===== src/rtl/hv_sequencer.sv =====
// High-voltage supply sequencer: ramps, monitors and discharges an HV rail,
// latching comparator faults until the host acknowledges them.
module hv_sequencer #(
    parameter int RAMP_CYC  = 50000,
    parameter int DISCH_CYC = 5000
) (
    input  logic       clk,
    input  logic       reset,
    input  logic       cmd_on,
    input  logic       cmd_pol,
    input  logic       fault_clr,
    input  logic       vn_l,
    input  logic       vn_h,
    output logic       vn_on,
    output logic       vn_pol,
    output logic       hv_ready,
    output logic       fault,
    output logic [1:0] fault_code,
    output logic [2:0] state
);

    localparam int MAX_CYC = (RAMP_CYC > DISCH_CYC) ? RAMP_CYC : DISCH_CYC;
    localparam int CW      = (MAX_CYC > 1) ? $clog2(MAX_CYC) : 1;

    localparam logic [CW-1:0] RAMP_LAST  = CW'(RAMP_CYC - 1);
    localparam logic [CW-1:0] DISCH_LAST = CW'(DISCH_CYC - 1);

    typedef enum logic [2:0] {
        S_OFF   = 3'd0,
        S_RAMP  = 3'd1,
        S_ON    = 3'd2,
        S_DISCH = 3'd3,
        S_FAULT = 3'd4
    } state_t;

    state_t          state_q, state_d;
    logic [CW-1:0]   cnt_q, cnt_d;
    logic            vn_on_q, vn_on_d;
    logic            vn_pol_q, vn_pol_d;
    logic            hv_ready_q, hv_ready_d;
    logic            fault_q, fault_d;
    logic [1:0]      fault_code_q, fault_code_d;

    always_comb begin
        state_d      = state_q;
        fault_code_d = fault_code_q;
        vn_pol_d     = vn_pol_q;

        unique case (state_q)
            S_OFF: begin
                // Polarity tracks the host only here; entry waits for it to settle.
                vn_pol_d = cmd_pol;
                if (cmd_on && (vn_pol_q == cmd_pol)) begin
                    state_d = S_RAMP;
                end
            end
            S_RAMP: begin
                if (vn_h) begin
                    state_d      = S_FAULT;
                    fault_code_d = 2'd1;
                end else if ((cnt_q == RAMP_LAST) && vn_l) begin
                    state_d      = S_FAULT;
                    fault_code_d = 2'd3;
                end else if (!cmd_on) begin
                    state_d = S_DISCH;
                end else if (!vn_l) begin
                    state_d = S_ON;
                end
            end
            S_ON: begin
                if (vn_h) begin
                    state_d      = S_FAULT;
                    fault_code_d = 2'd1;
                end else if (vn_l) begin
                    state_d      = S_FAULT;
                    fault_code_d = 2'd2;
                end else if (!cmd_on || (cmd_pol != vn_pol_q)) begin
                    state_d = S_DISCH;
                end
            end
            S_DISCH: begin
                if (cnt_q == DISCH_LAST) begin
                    state_d = S_OFF;
                end
            end
            S_FAULT: begin
                if (fault_clr && (cnt_q == DISCH_LAST) && !cmd_on) begin
                    state_d = S_OFF;
                end
            end
            default: begin
                state_d      = S_FAULT;
                fault_code_d = 2'd3;
            end
        endcase

        if (state_d != S_FAULT) begin
            fault_code_d = 2'd0;
        end

        if (state_d != state_q) begin
            cnt_d = '0;
        end else begin
            unique case (state_q)
                S_RAMP, S_DISCH: cnt_d = cnt_q + 1'b1;
                S_FAULT: cnt_d = (cnt_q == DISCH_LAST) ? cnt_q : cnt_q + 1'b1;
                default: cnt_d = '0;
            endcase
        end

        // Outputs are registered against the next state so they change on the
        // same edge that changes state.
        vn_on_d    = (state_d == S_RAMP) || (state_d == S_ON);
        hv_ready_d = (state_d == S_ON);
        fault_d    = (state_d == S_FAULT);
    end

    always_ff @(posedge clk or posedge reset) begin
        if (reset) begin
            state_q      <= S_OFF;
            cnt_q        <= '0;
            vn_on_q      <= 1'b0;
            vn_pol_q     <= 1'b0;
            hv_ready_q   <= 1'b0;
            fault_q      <= 1'b0;
            fault_code_q <= 2'd0;
        end else begin
            state_q      <= state_d;
            cnt_q        <= cnt_d;
            vn_on_q      <= vn_on_d;
            vn_pol_q     <= vn_pol_d;
            hv_ready_q   <= hv_ready_d;
            fault_q      <= fault_d;
            fault_code_q <= fault_code_d;
        end
    end

    assign vn_on      = vn_on_q;
    assign vn_pol     = vn_pol_q;
    assign hv_ready   = hv_ready_q;
    assign fault      = fault_q;
    assign fault_code = fault_code_q;
    assign state      = state_q;

endmodule


===== config.mk =====
export PLATFORM = sky130hd
export DESIGN_NAME = hv_sequencer
export DESIGN_NICKNAME = d
export VERILOG_FILES = /design/src/rtl/hv_sequencer.sv
export SDC_FILE = /design/constraint.sdc
export NUM_CORES = 1
export LEC_CHECK = 0
export ABC_AREA = 1
export CORE_MARGIN = 8
export CORE_UTILIZATION = 30
export CTS_CLUSTER_SIZE = 16
export DETAILED_ROUTE_END_ITERATION = 7
export GPL_TIMING_DRIVEN = 0
export PLACE_DENSITY_LB_ADDON = 0.08
export SYNTH_ARGS = -nofsm -noshare
export SYNTH_HDL_FRONTEND = slang
export SYNTH_SLANG_ARGS = --single-unit

===== constraint.sdc =====
create_clock -name clk -period 2.2 [get_ports clk]
set_input_delay 0.22 -clock clk [delete_from_list [all_inputs] [get_ports clk]]
set_output_delay 0.22 -clock clk [all_outputs]
set_load 0.05 [all_outputs]

## Word level (Yosys, flattened, before mapping)

Index checks and enable logic that the tools add are counted.

| word-level totals | value |
|---|---|
| register bits | 25 |
| input bits | 7 |
| logic and storage cells | 56 |

| cells by class | value |
|---|---|
| multiplexer cells | 20 |
| reduce and logical (&&, ||, !) cells | 11 |
| add/subtract/negate cells | 1 |
| equality and inequality tests | 17 |

Operators with widths:

| cell | number |
|---|---|
| $mux 16 | 2 |
| $pmux 16 s2 | 1 |
| $mux 3 | 10 |
| $add 16x1->16 const B | 1 |
| $eq 16x13->1 const B | 1 |
| $eq 16x16->1 const B | 1 |
| $pmux 3 s5 | 1 |
| $mux 2 | 5 |
| $eq 3x2->1 const B | 3 |
| $ne 4x4->1 const B | 2 |
| $eq 3x1->1 const B | 2 |
| $eq 3x3->1 const B | 2 |
| $ne 3x3->1 const B | 2 |
| $pmux 2 s3 | 1 |
| $logic_and 1x1->1 | 4 |
| $logic_not 3->1 | 1 |
| $ne 3x3->1 | 1 |
| $reduce_and 3->1 | 1 |
| $reduce_or 3->1 | 1 |
| $logic_or 1x1->1 | 2 |
| $ne 2x1->1 const B | 1 |
| $reduce_or 2->1 | 1 |
| $eq 1x1->1 | 1 |
| $logic_not 1->1 | 1 |
| $ne 1x1->1 | 1 |

## Longest topological paths before layout

Gate-level depths: netlist (run 1).

| depth | value |
|---|---|
| word-level depth | 9 |
| gate-level depth with buffers | 13 |
| depth with buffers taken out | 12 |

## Least setup slack after synthesis (run 1)

No wires, ideal clock.

| timing | value |
|---|---|
| path kind | register -> register |
| start | reg state_q[1], in the netlist state[1] |
| end | reg cnt_q[13] |
| data required time | 2075 ps |
| stages on the path, launching flop included | 13 |
| path slack | 307 ps |
| buffers on the path | 1 |
| setup time | 125 ps |
| period minus slack after synthesis | 1893 ps |
| arrival time | 1767 ps |
| cells stage by stage | dfrtp_1 -> inv_1 -> nand2_2 -> nor2_1 -> nand4_1 -> nand2_1 -> nor2_2 -> nand2_2 -> nand2_2 -> nand2_2 -> nand3_4 -> buf_12 -> nor2_4 |

| between the ends | value |
|---|---|
| elaborated cells on any way between the ends | 21 |
| those cells by class | eq/ne: 6; mux: 13; reduce/logical: 2 |

RTL lines:

| element | line | RTL |
|---|---|---|
| from (decl) | 36 | `state_t state_q, state_d;` |
| from (signal assigned) | 128 | `state_q <= state_d;` |
| $eq 3x3->1 (tied with other cells) | 49 | `unique case (state_q)` |
| $pmux 3 s5 (*) | 49 |  |
| via state_d[0] | 36 |  |
| $ne 3x3->1 (*) | 101 | `if (state_d != state_q) begin` |
| $ne 3x3->1 (no line) or $mux 16 (tied branches) | -- |  |
| to (signal assigned) | 129 | `cnt_q <= cnt_d;` |
| to (decl) | 37 | `logic [CW-1:0] cnt_q, cnt_d;` |

The timed path passes the listed nets; every way through them passes the cells marked *.
A chain may end at the register's enable or synchronous reset.

## Final worst setup path (run 1)

| timing | value |
|---|---|
| start | reg cnt_q[0] |
| end | reg cnt_q[13] |

| between the ends | value |
|---|---|
| word-level cells in the longest chain between the ends | 7 |
| elaborated cells on any way between the ends | 16 |
| those cells by class | add/sub: 1; eq/ne: 4; mux: 8; reduce/logical: 3 |

RTL lines:

| element | line |
|---|---|
| $eq 16x16->1 or $eq 16x13->1 (tied branches) | -- |
| $logic_and 1x1->1, on equally long branches | 61, 87 |
| $mux 3 or $logic_and 1x1->1 (tied branches) | 61, 87 |
| $mux 3, on equally long branches | 58, 87 |
| $pmux 3 s5 | 49 |
| $ne 3x3->1 | 101 |
| $ne 3x3->1 (no line) or $mux 16 (tied branches) | -- |

Several ways; a longest one is shown, not always the timed one. The select of a mux whose other input is x is not followed.

==> reports/metrics.cfg, run 1 <==
[sta]
clock.fmax_ghz=0.5266
skew_ns=0.001347
finalSetupViolCount=0
tightest_slew_ns=1.027
rsz0062_at_grt=false
whs_ns=0.4975
tns_ns=0
finalCriticalPeriod_ns=1.899
final_max_slew_viol_count=0
hold_viol_final=0
finalCritPeriodShare=0.8632
timing.slew.headroom=0.3148

[drt]
dr.first_iter.drc_count=125
avgRoutedWirePerCell_um=12.44
drt_wl_total_mm=3.830
drc=0
firstDrtPassIters=4
dr_total_vias=1450
via_per_inst=4.708
ant_nets=0

[cts]
clock-root-buffer=clkbuf_8
clkSinkCount=25
cts_made_buffers=3
clkTransAtPathRegs_ns=0.09
cts_hold_buffers=0
cts_tree=done
cts_setup_buffers=0
clk_latency_ns=0.27
h-tree-depth=1
cts_buffer_depth=2
cts_resized=0

[final_layout]
syn_to_final_growth_pct=17.09
nFillCells=581
nNetsFinal=245
drive_gt1_frac=0.1992
diodes=0
register_area_um2=625.6
multi_input_area_um2=883.3

[grt]
grt_pass1_wl_mm=6.879
grt-ovfl-total=0
grt_pass1_vias=1442
grt_max_degree=26
antenna_found_initial=0
grt.total_usage=0.1015

[floorplan]
dieArea_um2=8207
ios=16
core-area_um2=5439
die_h_um=90.59
die_width_um=90.59
initial_core_util=0.3069
rows=27

[setup_path]
crit_type=flop to flop
cp-end-kind=flop
arrival_ns=2.06
crit_path_max_fanout=10
crit_required_ns=2.36
start_kind=flop

[place]
io_buffers=15
globalplace.congestion=0.7608
hpwl_mm=2.959

[yosys]
synth.most_common_cell=nand3_1
synth_area_leaders=dfrtp_1 (37%), nand3_1 (10%), nor2_4 (7.4%)
syn_nets=225
synthCells=217
synth_cell_types=31
synth_top_area_frac=0.3748
synth_area_um2=1669
synth_seq_cells=25
synth_flop_cell=dfrtp_1
avgSynthCellArea_um2=7.692
yosys.area.top_type=dfrtp_1
synth_edf_count=0
ys_top_cells_by_count=nand3_1 (35), nand2_1 (31), inv_1 (29), dfrtp_1 (25), nor2_1 (15)
async_flop_share=1.000
yosys_warnings=0
ys_seq_area_frac=0.3748

[hold_path]
hp-class=input pin to async pin

[power]
powerDensity_nw_per_um2=592.6
peakVddDrop_mv=0.2371
power_leakage_nw=0.8280

[flow_run]
drv_cap=0

[status]
status=completed

## path summary, 6_finish.rpt
| check | from | endpoint | slack, ns | cells after the start |
|---|---|---|---|---|
| min in group clk | fault_code[0] | fault_code[0] | 0.54 | 2 |
| worst min register to register | fault_code[0] | fault_code[0] | 0.54 | 2 |
| worst max-delay path | cnt_q[0] | cnt_q[13] | 0.30 | 12 |
| max in group asynchronous | reset | cnt_q[9] | 1.09 | 2 |
| worst min-delay path | reset | fault_code[1] | 0.50 | 2 |
| worst max register to register | cnt_q[0] | cnt_q[13] | 0.30 | 12 |
## critical path: stages (launching register included)
cell	delay (ns)
dfrtp_1	0.40
ha_1	0.20
nand2_1	0.10
inv_2	0.07
nand2_1	0.05
nor2_2	0.16
a21oi_2	0.10
inv_1	0.10
nand2_1	0.06
a21o_2	0.20
nand3_4	0.14
buf_12	0.19
nor2_4	0.03
## kinds of logic after synthesis
logic type / count (synthesis) / synth area share
AOI/OAI and AO/OA: 22 / 0.07647
xor gates and xnor gates: 2 / 0.01050
adders and majority gates: 1 / 0.007495
buffers and inverters: 38 / 0.09594
DFF: 25 / 0.3748
muxes: 1 / 0.005997
and+or+nand+nor: 128 / 0.4288
## power breakdown
group,leakage (nW),switching [mW],internal (mW),total [mW]
registers,0.334,0.0339,0.499,0.533
clock network,0.0228,0.148,0.130,0.278
logic,0.471,0.224,0.124,0.348
## flip-flops by register name (all words and copies together) (netlist names)
register	cells
hv_ready	1
state	3
vn_pol	1
vn_on	1
fault_code	2
fault	1
cnt_q	16
## placed cells by master, fill, tap and decap left out
cell             netlist  final
o21ai_1                2      2
nand2_1               31     31
nand4_2                1      1
clkbuf_1               0      1
buf_2                  1      1
nand3_4                1      1
nor3_1                 5      5
nand3_1               35     35
inv_1                 29     29
nand3_2                2      2
inv_2                  6      6
clkinv_1               1      1
clkdlybuf4s50_1        0     15
clkbuf_8               0      3
a21o_1                 1      1
nand2_2                8      8
a31oi_1                1      1
nor2_4                11     11
a21oi_2                1      1
or2_2                  1      1
o21ai_0               12     12
nor4_1                 1      1
xor2_1                 2      2
ha_1                   1      1
o221ai_1               1      1
buf_12                 1      1
mux2i_1                1      1
nor2_2                10     10
nor2_1                15     15
nand4_1                7      7
o211ai_1               1      1
a21o_2                 1      1
dfrtp_1               25     25
a21oi_1                2      2
## cell type report
type,count,area share
multi-input combinational,154,0.4520
sequential,25,0.3201
timing repair buffer,15,0.07682
inverter,36,0.06914
tap,72,0.04609
clock buffer,4,0.02305
buffer,2,0.01280
## through the flow
step,util,instance area [µm²],power [mW],std cells,setup slack [ns]
3_3_place_gp,0.3510,1909,0.8952,304,0.2823
5_1_grt,0.3593,1954,1.236,308,0.1368
2_1_floorplan,-,1669,0.7977,217,0.3072
6_report,0.3593,1954,1.158,308,0.3011
3_5_place_dp,0.3510,1909,0.8925,304,0.2790
4_1_cts,0.3593,1954,1.185,308,0.2799
## layer usage
metal | part of all wire | up-vias | wire length [µm] | GRT usage
met5 | 0 | - | 0 | 0
met4 | 0.0078 | 0 | 30 | 0.03883
met3 | 0.038 | 2 | 146 | 0.01995
met2 | 0.46 | 15 | 1759 | 0.1583
met1 | 0.49 | 684 | 1894 | 0.1340
li1 | - | 749 | - | -
Power figures use the tool's default switching activity.
==> run 2, diff against run 1 <==
- clock period: 2.2 -> 2.08 ns (I/O delays scaled with it)
==> results of run 2 <==
The final DEF is identical to that of run 1. Status: completed.
Main changes from that run: setup slack after placement 0.2790 ns -> 0.1710 ns; setup slack after layout 0.3011 ns -> 0.1811 ns; hold slack 0.4975 ns -> 0.4855 ns; register-to-register setup slack 0.30 ns -> 0.18 ns; total power 1.158 mW -> 1.225 mW; worst IR drop on VDD 0.2371 mV -> 0.2508 mV
